===== src/rtl/bit_serializer_pkg.sv =====
// ============================================================================
// Module      : bit_serializer_pkg
// Description : Shared types and frame-length helpers for bit_serializer.
//               BIT_SERIALIZER_PARITY_EN adds one even-parity bit per frame.
// Revision    : 1.0 - initial release
// ============================================================================
`default_nettype none

package bit_serializer_pkg;

  typedef enum logic [0:0] {
    IDLE  = 1'b0,
    SHIFT = 1'b1
  } state_t;

  function automatic int frame_len(input int width);
`ifdef BIT_SERIALIZER_PARITY_EN
    return width + 1;
`else
    return width;
`endif
  endfunction

  function automatic int counter_width(input int frame);
    return $clog2(frame + 1);
  endfunction

endpackage

`default_nettype wire


===== src/rtl/bit_serializer.sv =====
// ============================================================================
// Module      : bit_serializer
// Description : Parallel-to-serial converter with valid/ready input, one bit
//               per clock, gapless back-to-back frames, line idles at 0.
//               Optional macro BIT_SERIALIZER_PARITY_EN appends even parity.
// Revision    : 1.0 - initial release
// ============================================================================
`default_nettype none

module bit_serializer
  import bit_serializer_pkg::*;
#(
  parameter int WIDTH     = 8,
  parameter int MSB_FIRST = 1
) (
  input  logic             clk,
  input  logic             reset,
  input  logic [WIDTH-1:0] in_data,
  input  logic             in_valid,
  output logic             in_ready,
  output logic             data_out,
  output logic             out_valid,
  output logic             busy,
  output logic             word_done
);

  localparam int FRAME = frame_len(WIDTH);
  localparam int CW    = counter_width(FRAME);
  localparam logic [CW-1:0] C_LAST     = CW'(FRAME - 1);
  localparam logic [CW-1:0] C_PRE_LAST = CW'(FRAME - 2);

  state_t           state;
  logic [CW-1:0]    cnt;
  logic [WIDTH-1:0] shreg;
  logic             next_bit;
  logic             accept;

  function automatic logic head(input logic [WIDTH-1:0] w);
    return (MSB_FIRST != 0) ? w[WIDTH-1] : w[0];
  endfunction

  function automatic logic [WIDTH-1:0] advance(input logic [WIDTH-1:0] w);
    return (MSB_FIRST != 0) ? {w[WIDTH-2:0], 1'b0} : {1'b0, w[WIDTH-1:1]};
  endfunction

  // cnt tracks the bit currently on data_out, so the last-bit window is cnt==FRAME-1
  assign in_ready = (state == IDLE) || (cnt == C_LAST);
  assign accept   = in_valid && in_ready;

`ifdef BIT_SERIALIZER_PARITY_EN
  logic parity;
  assign next_bit = (cnt == CW'(WIDTH - 1)) ? parity : head(shreg);
`else
  assign next_bit = head(shreg);
`endif

  always_ff @(posedge clk) begin
    if (reset) begin
      state     <= IDLE;
      cnt       <= '0;
      shreg     <= '0;
      data_out  <= 1'b0;
      out_valid <= 1'b0;
      busy      <= 1'b0;
      word_done <= 1'b0;
`ifdef BIT_SERIALIZER_PARITY_EN
      parity    <= 1'b0;
`endif
    end else begin
      word_done <= 1'b0;
      if (accept) begin
        // first bit goes straight onto the line so a new frame abuts the previous one
        state     <= SHIFT;
        cnt       <= '0;
        shreg     <= advance(in_data);
        data_out  <= head(in_data);
        out_valid <= 1'b1;
        busy      <= 1'b1;
`ifdef BIT_SERIALIZER_PARITY_EN
        parity    <= ^in_data;
`endif
      end else if (state == SHIFT) begin
        if (cnt == C_LAST) begin
          state     <= IDLE;
          cnt       <= '0;
          shreg     <= '0;
          data_out  <= 1'b0;
          out_valid <= 1'b0;
          busy      <= 1'b0;
        end else begin
          cnt       <= cnt + CW'(1);
          shreg     <= advance(shreg);
          data_out  <= next_bit;
          word_done <= (cnt == C_PRE_LAST);
        end
      end
    end
  end

endmodule

`default_nettype wire

===== config.mk =====
export PLATFORM = sky130hd
export DESIGN_NAME = bit_serializer
export DESIGN_NICKNAME = d
export VERILOG_FILES = /design/src/rtl/bit_serializer_pkg.sv /design/src/rtl/bit_serializer.sv
export SDC_FILE = /design/constraint.sdc
export NUM_CORES = 1
export LEC_CHECK = 0
export ABC_CLOCK_PERIOD_IN_PS = 4000
export CAP_MARGIN = 20
export CORE_UTILIZATION = 45
export DETAILED_ROUTE_END_ITERATION = 10
export PLACE_DENSITY = 0.72
export RECOVER_POWER = 100
export SETUP_SLACK_MARGIN = 0.5
export SLEW_MARGIN = 20
export SYNTH_ARGS = -nofsm -noshare
export SYNTH_HDL_FRONTEND = slang
export SYNTH_SLANG_ARGS = --single-unit

===== constraint.sdc =====
create_clock -name clk -period 4 [get_ports clk]
set_input_delay 0.6 -clock clk [delete_from_list [all_inputs] [get_ports clk]]
set_output_delay 0.6 -clock clk [all_outputs]
set_load 0.01 [all_outputs]

==> results.ini <==
[logic_synthesis]
synth_top_area_cell = dfxtp_1
synth_most_common_cell = dfxtp_1
synth_flop_cell = dfxtp_1
syn_inst = 84
ys_ff_latch = 15
syn_area_per_cell_um2 = 8.89
synthTopCellsByCount = dfxtp_1, nor2_1, a21oi_1
synth_area_um2 = 747
synth.distinct_cells = 28
syn_nets = 97
synth_edf_count = 0
async_reset_ff_share_pct = 0
synth_top_area_share_pct = 40.2
synth_warnings = 0
ys_seq_area_share_pct = 40.2
synth_area_leaders = dfxtp_1, a2bb2oi_1, a211oi_1

[layout]
diodes = 0
drive_above_1_share_pct = 3.16
fin_nets = 109
instances_no_fill = 111
fin_util_pct = 58.9
area_growth_pct = 20.1

[global_route]
grt_pass1_wl_mm = 2.75
grt_max_degree = 28
grt_overflow = 0
first_global_vias = 610
antenna_found_initial = 0
grt_usage_pct = 19.6

[placed_design]
pre_cts_ws_ns = 1.65
port_buffers = 15
gp_congestion = 0.758
placedCellCount = 107
dp_hpwl_mm = 1.04

[timing]
tightest_slew_ns = 0.805
finalCriticalPeriod_ns = 2.68
final-setup-viol-count = 0
rsz0062_at_grt = false
relSlewSlack_pct = 46.3
finClkSkew_ns = 0.00599
final_hold_viol_count = 0
tns_ns = 0
fmax_mhz = 373
finalMaxSlewViolations = 0
fin_crit_sh_pct = 67.1
setup_slack_ns = 1.32

[clock_tree]
clockRootBuffer = clkbuf_4
clock_sinks = 15
clockBufferDepth = 2
postCtsSetupRepairBufs = 0
cts_tree = done
htreeDepth = 1
clock_latency_ns = 0.28
holdBufCountCts = 0
clk_pin_slew_ns = 0.09
cts_buffers = 3
ctsResizeCount = 0

[routing]
ant_nets = 0
drt_iter0_drc = 21
drtPass1Iterations = 4
routedWlPerCell_um = 14.0
vias = 668
remaining_drc_errors = 0
routed_via_density = 6.02
routed_wl_mm = 1.55

[power_and_ir_drop]
static-leakage-power_nw = 0.348
power_density_mw_per_mm2 = 332
power_uw = 298
vdd_ir_drop_max_uv = 210

[setup_path]
timing.critical_path.cells = ha_1 > nand3b_1 > nand2_1 > dlygate4sd3_1
crit_required_ns = 3.40
cp_num_buf_inv = 1
start_kind = flop
path_depth = 4
crit_type = reg2out
crit_fanout = 11
slowest_stage = dlygate4sd3_1
cp_data_arrival_time_ns = 2.08
end_kind = primary output
max_stage_delay_ns = 0.62
reg2reg_depth = 4
crit_family = buffers and inverters

[floorplan]
die_h_um = 42.7
die_area_mm2 = 0.00183
io_pins = 16
start_util_pct = 49.0
core_area_mm2 = 0.00152
num_rows = 14
die_x_um = 42.7

[job]
max_cap_violations = 0

[status]
status = finished, final reports clean

[min_path]
whs_path_depth = 2
hold_path_class = reg2reg

[placed cells by master, fill, tap and decap left out]
cell type | synthesis | routed
a211oi_1 | 5 | 5
a21oi_1 | 7 | 7
a2bb2oi_1 | 5 | 5
a31oi_1 | 1 | 1
a32oi_1 | 3 | 3
and2b_1 | 4 | 4
and4b_1 | 1 | 1
clkbuf_1 | 2 | 1
clkbuf_4 | 0 | 3
clkdlybuf4s50_1 | 0 | 8
dfxtp_1 | 15 | 15
dlygate4sd3_1 | 0 | 7
ha_1 | 2 | 2
inv_1 | 1 | 1
mux2i_1 | 2 | 2
nand2_1 | 2 | 2
nand3_1 | 4 | 4
nand3b_1 | 1 | 1
nand4_1 | 1 | 1
nor2_1 | 8 | 8
nor2b_1 | 1 | 1
nor3_1 | 4 | 4
nor3b_1 | 2 | 2
nor4_1 | 1 | 1
o21ai_0 | 3 | 3
or3b_1 | 1 | 1
or4bb_1 | 1 | 1
xor2_1 | 1 | 1
[kinds of logic (layout without fill, tap and decap cells)]
family,Yosys count,in the layout,share of synthesized area (%)
mux,2,2,2.68
simple gates,31,31,24.0
fa+ha+maj,2,2,3.35
flops,15,15,40.2
buf+inv,9,20,6.70
xor+xnor,1,1,1.17
compound gates,24,24,21.9
[path summary, 6_finish.rpt]
path | endpoint | slack [ns] | start
setup / recovery | in_ready | 1.32 | cnt[1]$_SDFFE_PP0P_
hold / removal | data_out$_SDFFE_PP0P_ | 0.50 | shreg[7]$_SDFFE_PP0P_
setup reg to reg | shreg[2]$_SDFFE_PP0P_ | 2.46 | cnt[1]$_SDFFE_PP0P_
hold reg to reg | data_out$_SDFFE_PP0P_ | 0.50 | shreg[7]$_SDFFE_PP0P_
[layer usage]
layer | wire length (um) | share of wire, % | track usage (%) | vias up
met1 | 694 | 45 | 25.3 | 303
met4 | 34 | 2.2 | 9.38 | 0
li1 | - | - | - | 332
met3 | 104 | 6.7 | 2.98 | 6
met2 | 720 | 46 | 31.8 | 27
met5 | 0 | 0 | 0 | -
[through the flow]
stage | hold WS [ns] | instance area (um^2)
finish | 0.500 | 897
global placement | 0.479 | 871
floorplan | 0.460 | 747
detailed placement | 0.495 | 871
CTS | 0.509 | 897
global route | 0.529 | 897
[flip-flops by register name, summed over array words and instances, names as in the netlist]
| register | count |
|---|---|
| shreg | 7 |
| cnt | 4 |
| busy | 1 |
| data_out | 1 |
| state | 1 |
| word_done | 1 |
[cell type report]
| type | instances | area (um^2) |
|---|---|---|
| Fill cell | 149 | 627 |
| Multi-Input combinational cell | 60 | 397 |
| Sequential cell | 15 | 300 |
| Timing Repair Buffer | 15 | 150 |
| Clock buffer | 4 | 26.3 |
| Tap cell | 16 | 20.0 |
| Inverter | 1 | 3.75 |
[worst min-delay path, stage by stage, from the launching register on]
cell	delay, ns
dfxtp_1	0.32
nand3_1	0.07
a211oi_1	0.06
[power by group]
group / switching [mW] / leakage (nW) / internal (mW)
clock network: 0.0489 / 0.0150 / 0.0387
logic: 0.0179 / 0.210 / 0.0256
registers: 0.00948 / 0.123 / 0.157
Power figures use the tool's default switching activity.
